===== src/rtl/execute_pipe.sv =====
// Registered execute stage: ALU, branch/jump resolution, link values and an iterative
// MULTU/DIVU unit with HI/LO. Define EXEC_OVF_EN to register ADD/SUB signed overflow on out_ovf.
`timescale 1ns/1ps
module execute_pipe #(
  parameter int unsigned DATA_W = 32,
  parameter int unsigned PC_W   = 32,
  parameter int unsigned SA_W   = $clog2(DATA_W)
) (
  input  logic              clock,
  input  logic              reset_n,
  input  logic              flush,
  input  logic              in_valid,
  output logic              in_ready,
  input  logic [3:0]        alu_op,
  input  logic [DATA_W-1:0] in_s1,
  input  logic [DATA_W-1:0] in_s2,
  input  logic [15:0]       im,
  input  logic              use_im,
  input  logic              sign_x,
  input  logic [SA_W-1:0]   sa,
  input  logic [1:0]        br_type,
  input  logic              jp,
  input  logic              jr,
  input  logic              link,
  input  logic [25:0]       instr_idx,
  input  logic [PC_W-1:0]   pc,
  output logic              out_valid,
  input  logic              out_ready,
  output logic [DATA_W-1:0] out_val,
  output logic [PC_W-1:0]   out_pc,
  output logic              out_taken,
  output logic              out_ovf
);

  localparam int unsigned CntW = $clog2(DATA_W);
  localparam logic [3:0] OpAdd = 4'd0, OpSub = 4'd1, OpAnd = 4'd2, OpOr = 4'd3, OpXor = 4'd4;
  localparam logic [3:0] OpNor = 4'd5, OpSlt = 4'd6, OpSltu = 4'd7, OpSll = 4'd8, OpSrl = 4'd9;
  localparam logic [3:0] OpSra = 4'd10, OpMultu = 4'd11, OpDivu = 4'd12, OpMfhi = 4'd13;
  localparam logic [3:0] OpMflo = 4'd14, OpLui = 4'd15;

  typedef enum logic [1:0] {StIdle, StMul, StDiv} state_e;

  state_e                state_q, state_d;
  logic [2*DATA_W-1:0]   work_q, work_d;
  logic [DATA_W-1:0]     opnd_q, hi_q, lo_q, out_val_q;
  logic [CntW-1:0]       cnt_q;
  logic [PC_W-1:0]       out_pc_q;
  logic                  out_valid_q, out_taken_q;

  logic                  accept, is_muldiv, busy, last;
  logic [DATA_W-1:0]     imm_ext, opb, sum, diff, alu_res;
  logic [PC_W-1:0]       pc4, br_tgt, jp_tgt, nxt_pc;
  logic                  br_taken, nxt_taken;
  logic [2*DATA_W:0]     sh;
  logic [DATA_W:0]       trial, madd;

  assign accept    = in_valid && in_ready;
  assign is_muldiv = (alu_op == OpMultu) || (alu_op == OpDivu);
  assign busy      = (state_q != StIdle);
  assign last      = busy && (cnt_q == CntW'(DATA_W - 1));

  always_comb begin
    imm_ext = sign_x ? DATA_W'($signed(im)) : DATA_W'(im);
    opb     = use_im ? imm_ext : in_s2;
    sum     = in_s1 + opb;
    diff    = in_s1 - opb;
    alu_res = '0;
    unique case (alu_op)
      OpAdd:   alu_res = sum;
      OpSub:   alu_res = diff;
      OpAnd:   alu_res = in_s1 & opb;
      OpOr:    alu_res = in_s1 | opb;
      OpXor:   alu_res = in_s1 ^ opb;
      OpNor:   alu_res = ~(in_s1 | opb);
      OpSlt:   alu_res = DATA_W'($signed(in_s1) < $signed(opb));
      OpSltu:  alu_res = DATA_W'(in_s1 < opb);
      OpSll:   alu_res = opb << sa;
      OpSrl:   alu_res = opb >> sa;
      OpSra:   alu_res = $signed(opb) >>> sa;
      OpMfhi:  alu_res = hi_q;
      OpMflo:  alu_res = lo_q;
      OpLui:   alu_res = DATA_W'({im, 16'h0000});
      default: alu_res = '0;
    endcase
    if (link) alu_res = DATA_W'(pc4);
  end

  always_comb begin
    pc4    = pc + PC_W'(4);
    br_tgt = pc4 + (PC_W'($signed(im)) << 2);
    jp_tgt = pc4;
    jp_tgt[27:0] = {instr_idx, 2'b00};
    unique case (br_type)
      2'd1:    br_taken = (in_s1 == in_s2);
      2'd2:    br_taken = (in_s1 != in_s2);
      2'd3:    br_taken = !in_s1[DATA_W-1] && (in_s1 != '0);
      default: br_taken = 1'b0;
    endcase
    nxt_taken = jr || jp || br_taken;
    if (jr)            nxt_pc = PC_W'(in_s1);
    else if (jp)       nxt_pc = jp_tgt;
    else if (br_taken) nxt_pc = br_tgt;
    else               nxt_pc = pc4;
  end

  // One shift-add (MUL) or restoring-subtract (DIV) step; both keep HI:LO layout in work_q.
  always_comb begin
    sh    = {work_q, 1'b0};
    trial = sh[2*DATA_W:DATA_W] - {1'b0, opnd_q};
    madd  = {1'b0, work_q[2*DATA_W-1:DATA_W]} + (work_q[0] ? {1'b0, opnd_q} : '0);
    if (state_q == StMul)  work_d = {madd, work_q[DATA_W-1:1]};
    else if (!trial[DATA_W]) work_d = {trial[DATA_W-1:0], sh[DATA_W-1:1], 1'b1};
    else                   work_d = sh[2*DATA_W-1:0];
  end

  always_ff @(posedge clock or negedge reset_n) begin
    if (!reset_n) state_q <= StIdle;
    else          state_q <= state_d;
  end

  always_comb begin
    state_d = state_q;
    unique case (state_q)
      StIdle: begin
        if (accept && alu_op == OpMultu)     state_d = StMul;
        else if (accept && alu_op == OpDivu) state_d = StDiv;
      end
      StMul, StDiv: if (last) state_d = StIdle;
      default: state_d = StIdle;
    endcase
    if (flush) state_d = StIdle;
  end

  always_comb begin
    in_ready = (state_q == StIdle) && (!out_valid_q || out_ready) && !flush;
  end

  always_ff @(posedge clock or negedge reset_n) begin
    if (!reset_n) begin
      work_q      <= '0;
      opnd_q      <= '0;
      cnt_q       <= '0;
      hi_q        <= '0;
      lo_q        <= '0;
      out_val_q   <= '0;
      out_pc_q    <= '0;
      out_valid_q <= 1'b0;
      out_taken_q <= 1'b0;
    end else if (flush) begin
      out_valid_q <= 1'b0;
      out_taken_q <= 1'b0;
      cnt_q       <= '0;
    end else if (accept) begin
      out_pc_q    <= nxt_pc;
      out_taken_q <= nxt_taken;
      out_valid_q <= !is_muldiv;
      if (is_muldiv) begin
        work_q <= {{DATA_W{1'b0}}, in_s1};
        opnd_q <= in_s2;
        cnt_q  <= '0;
      end else begin
        out_val_q <= alu_res;
      end
    end else begin
      if (out_ready) out_valid_q <= 1'b0;
      if (busy) begin
        work_q <= work_d;
        cnt_q  <= cnt_q + 1'b1;
        if (last) begin
          hi_q        <= work_d[2*DATA_W-1:DATA_W];
          lo_q        <= work_d[DATA_W-1:0];
          out_val_q   <= work_d[DATA_W-1:0];
          out_valid_q <= 1'b1;
        end
      end
    end
  end

  assign out_valid = out_valid_q;
  assign out_val   = out_val_q;
  assign out_pc    = out_pc_q;
  assign out_taken = out_taken_q;

`ifdef EXEC_OVF_EN
  logic ovf, ovf_q;
  always_comb begin
    ovf = 1'b0;
    if (!link && alu_op == OpAdd)
      ovf = (in_s1[DATA_W-1] == opb[DATA_W-1]) && (sum[DATA_W-1] != in_s1[DATA_W-1]);
    else if (!link && alu_op == OpSub)
      ovf = (in_s1[DATA_W-1] != opb[DATA_W-1]) && (diff[DATA_W-1] != in_s1[DATA_W-1]);
  end
  always_ff @(posedge clock or negedge reset_n) begin
    if (!reset_n)                     ovf_q <= 1'b0;
    else if (!flush && accept)        ovf_q <= ovf;
    else if (!flush && busy && last)  ovf_q <= 1'b0;
  end
  assign out_ovf = ovf_q;
`else
  assign out_ovf = 1'b0;
`endif

endmodule


===== config.mk =====
export PLATFORM = sky130hd
export DESIGN_NAME = execute_pipe
export DESIGN_NICKNAME = d
export VERILOG_FILES = /design/src/rtl/execute_pipe.sv
export SDC_FILE = /design/constraint.sdc
export NUM_CORES = 1
export LEC_CHECK = 0
export BUFFER_PORTS_ARGS = -buffer_cell sky130_fd_sc_hd__buf_2
export CAP_MARGIN = 20
export CORE_MARGIN = 2
export CORE_UTILIZATION = 43
export DETAILED_ROUTE_END_ITERATION = 10
export PLACE_DENSITY_LB_ADDON = 0.1
export SKIP_CTS_REPAIR_TIMING = 1
export SYNTH_ARGS = -nofsm -noshare
export SYNTH_HDL_FRONTEND = slang
export SYNTH_SLANG_ARGS = --single-unit

===== constraint.sdc =====
create_clock -name clock -period 7.4 [get_ports clock]
set_input_delay 1.48 -clock clock [delete_from_list [all_inputs] [get_ports clock]]
set_output_delay 1.48 -clock clock [all_outputs]
set_load 0.02 [all_outputs]

==> metrics.md <==
| Metric | Value |
|---|---|
| Launching element type of the critical path | input port |
| Post-synthesis sequential element count | 233 |
| GRT Total Usage | 43.7% |
| Tcrit/Tclk final | 77.5% |
| Routed Antenna Nets | 0 |
| Synth Flop Type | dfrtp_1 |
| Net Sw Frac | between 40% and 50% |
| Drt first pass iters | 9 |
| Async S/R FF share, synth | 100% |
| Vias/cell | 6.69 |
| Clk sinks | roughly 230 |
| Required @ worst endpoint | 7.89 ns |
| Flop pwr share | 23.2% |
| Htree depth | 1 |
| Slew Viols, Final | 0 |
| Clk buf depth | 3 |
| Internal power | 4630 uW |
| Pwr Density | between 200 and 300 nW/um^2 |
| Clock transition at path regs | 0.06 ns |
| Combinational share of power | 55.5% |
| Synth area leaders | dfrtp_1 (21%), ha_1 (9.2%), a21oi_1 (6.5%), o21ai_0 (5.9%), nand2_1 (5.3%) |
| CP Data Arrival Time | between 6 and 7 ns |
| Initial antenna violation count | 17 |
| CTS tree | done |
| Syn-to-layout area delta | 11.8% |
| DP Worst Slack | 1.18 ns |
| Core ar. | 63100 sq um |
| Slew @ Worst Pin | 1.12 ns |
| Final #Nets | ~4000 |
| Site Rows | 92 |
| Die area | roughly 66000 sq um |
| Number of library cell types mapped by synthesis | 88 |
| Hold WC Path Type | reg2reg |
| Crit path max fanout | 27 |
| Post-synth top area share | roughly a fifth |
| Setup TNS | 0 ns |
| Clk_lat worst skew | 0.65 ns |
| Initial DRC Count | 4041 |
| Initial core utilization | 43.5% |
| Residual DRC count | 0 |
| Max-cap violations | 0 |
| CTS root buffer | clkbuf_16 |
| Biggest area consumer among synthesized cells | dfrtp_1 |
| Total power | slightly below 9000 uW |
| Status | finished, final reports clean |
| Clk_skew | 0.0481 ns |
| Max frequency | 174 MHz |
| Worst vdd ir | 0.000201 V |
| Mean Syn Cell Area | 7.58 sq um |
| Worst setup margin | 1.66 ns |
| Wire per inst | approximately 32 um |
| Synth warn | 0 |
| IO Port Bufs | 225 |
| CP Capture Type | flop |
| Chip width | 257 um |
| Post-Syn Instances | 3622 |
| Crit path kind | in2reg |
| Final WL | 149000 um |
| # IOs | about 230 |
| Leak | between 0.01 and 0.015 uW |
| Grt ovf | 0 |
| Final setup viols | 0 |
| Post-synthesis sequential area ratio | 21.2% |
| CTS Buf Count | 31 |
| Layout fillers | 6505 |
| RSZ-0062 raised after global routing | false |
| Vias post-DR | roughly 31000 |
| Placed wire-length estimate | 115000 um |
| Pin count of the biggest net entering global routing | 113 |
| EDFF count, synth | 0 |
| Fraction of layout cells with a size suffix above 1 | 12.8% |
| Hold WS | ~0.48 ns |
| Gp weighted congestion | around 1.0 |
| Final Hold Fails | 0 |
| Relative slew slack | 25.0% |
| Clock power frac | a little over a fifth |
| Vias in the first global route | between 20000 and 30000 |
| Syn_nets | roughly 4000 |
| Switching power | 4200 uW |
| First-pass GRT wire length | 210000 um |
| Post-Syn Area | 27500 sq um |
| Chip Height | 257 um |
| Final min period | 5.74 ns |
## layout by cell type (no fill, tap or decap), drive strengths merged, types with 37 or more instances in the layout
cell type	count
a211oi	48
a21o	85
a21oi	359
a221oi	37
a31oi	37
and2	59
buf	303
clkbuf	38
dfrtp	233
ha	202
inv	185
mux2	43
mux2i	133
mux4	38
nand2	385
nand2b	47
nand3	96
nand4	37
nor2	281
nor3	68
o21a	54
o21ai	327
xnor2	111
xor2	39
## flip-flops by register name, indices dropped and copies added, names as in the netlist
name / flops
work_q: 64
hi_q: 32
lo_q: 32
opnd_q: 32
out_pc: 32
out_val: 32
cnt_q: 5
state_q: 2
out_taken: 1
out_valid: 1
## cell families (layout without fill, tap and decap cells)
family / count (synthesis) / count (layout) / synth area share (%)
compound gates: 1301 / 1301 / 30.4
simple gates: 1099 / 1099 / 18.4
buf+inv: 417 / 548 / 5.89
flops: 233 / 233 / 21.2
mux: 214 / 214 / 9.74
fa+ha+maj: 207 / 207 / 9.57
xor+xnor: 150 / 150 / 4.78
other cells: 1 / 6 / 0.0137
## synth_stat cells, drive strengths merged (15+ instances only)
cell type,instances
o21a,54
ha,202
o31ai,25
nand2b,47
mux2,43
xor2,39
mux2i,133
o21bai,36
o2111ai,20
a2111oi,19
nor3,68
nand3,96
a221oi,37
nor2,281
o21ai,327
o22ai,26
a21oi,359
dfrtp,233
o221ai,23
o211ai,35
a31oi,37
nand4,37
and2,59
xnor2,111
mux4,38
a222oi,15
clkbuf,173
and3,28
buf,57
a21o,85
nand2,385
inv,183
a22oi,34
nor4,30
a22o,34
a211oi,48
nor2b,30
## final cells by class
cell class	count	area (sq um)	area share, %
Multi-Input combinational cell	2972	20100	65.5
Sequential cell	233	5830	19.0
Timing Repair Buffer	303	1760	5.74
Tap cell	846	1060	3.45
Clock buffer	38	862	2.81
Inverter	187	702	2.29
Clock inverter	20	378	1.23
Antenna cell	5	12.5	0.0407
## layer usage
metal,vias to the layer above,track usage (%),part of all wire (%)
li1,13533,-,-
met1,14888,57.1,40
met2,1924,64.4,41
met3,437,14.0,12
met4,16,21.9,6.2
met5,-,0,0.071
## power by group through the flow
stage / Combinational [uW] / Clock (uW) / Sequential, uW
6_report: 4900 / 1880 / 2050
5_1_grt: 5300 / 1930 / 2080
3_3_place_gp: 4760 / 0 / 2050
3_5_place_dp: 4760 / 0 / 2040
4_1_cts: 4790 / 1880 / 2030
2_1_floorplan: 3140 / 0 / 2090
## through the flow
stage,cells,utilization (%),area (sq um)
after CTS,4596,48.6,30700
after detailed placement,4538,46.7,29400
final,4604,48.7,30700
after global routing,4601,48.7,30700
after floorplan,3622,-,27500
after global placement,4538,46.7,29400
## final timing paths
path                       startpoint          end  slack (ns)  cells past startpoint
min reg2reg                   lo_q[3]      lo_q[3]        0.48                      2
max in group asynchronous     reset_n   out_val[5]        5.33                      2
max                            use_im  out_val[22]        1.66                     14
max reg2reg                work_q[31]   work_q[61]        2.64                     13
min in group asynchronous     reset_n     lo_q[19]        0.82                      1
min                           lo_q[3]      lo_q[3]        0.48                      2
## worst max-delay path, cell delays in order
cell	delay, ns
buf_2	0.64
and3_1	0.60
a21o_1	0.16
inv_1	0.06
ha_1	0.60
nor2b_1	0.09
a2111oi_0	0.63
nand2_1	0.18
nor4_1	0.28
o21ai_0	0.24
a311o_1	0.46
a221oi_1	0.32
o21ai_0	0.16
a221o_1	0.30
No activity file was read; power rests on OpenSTA's default activity.
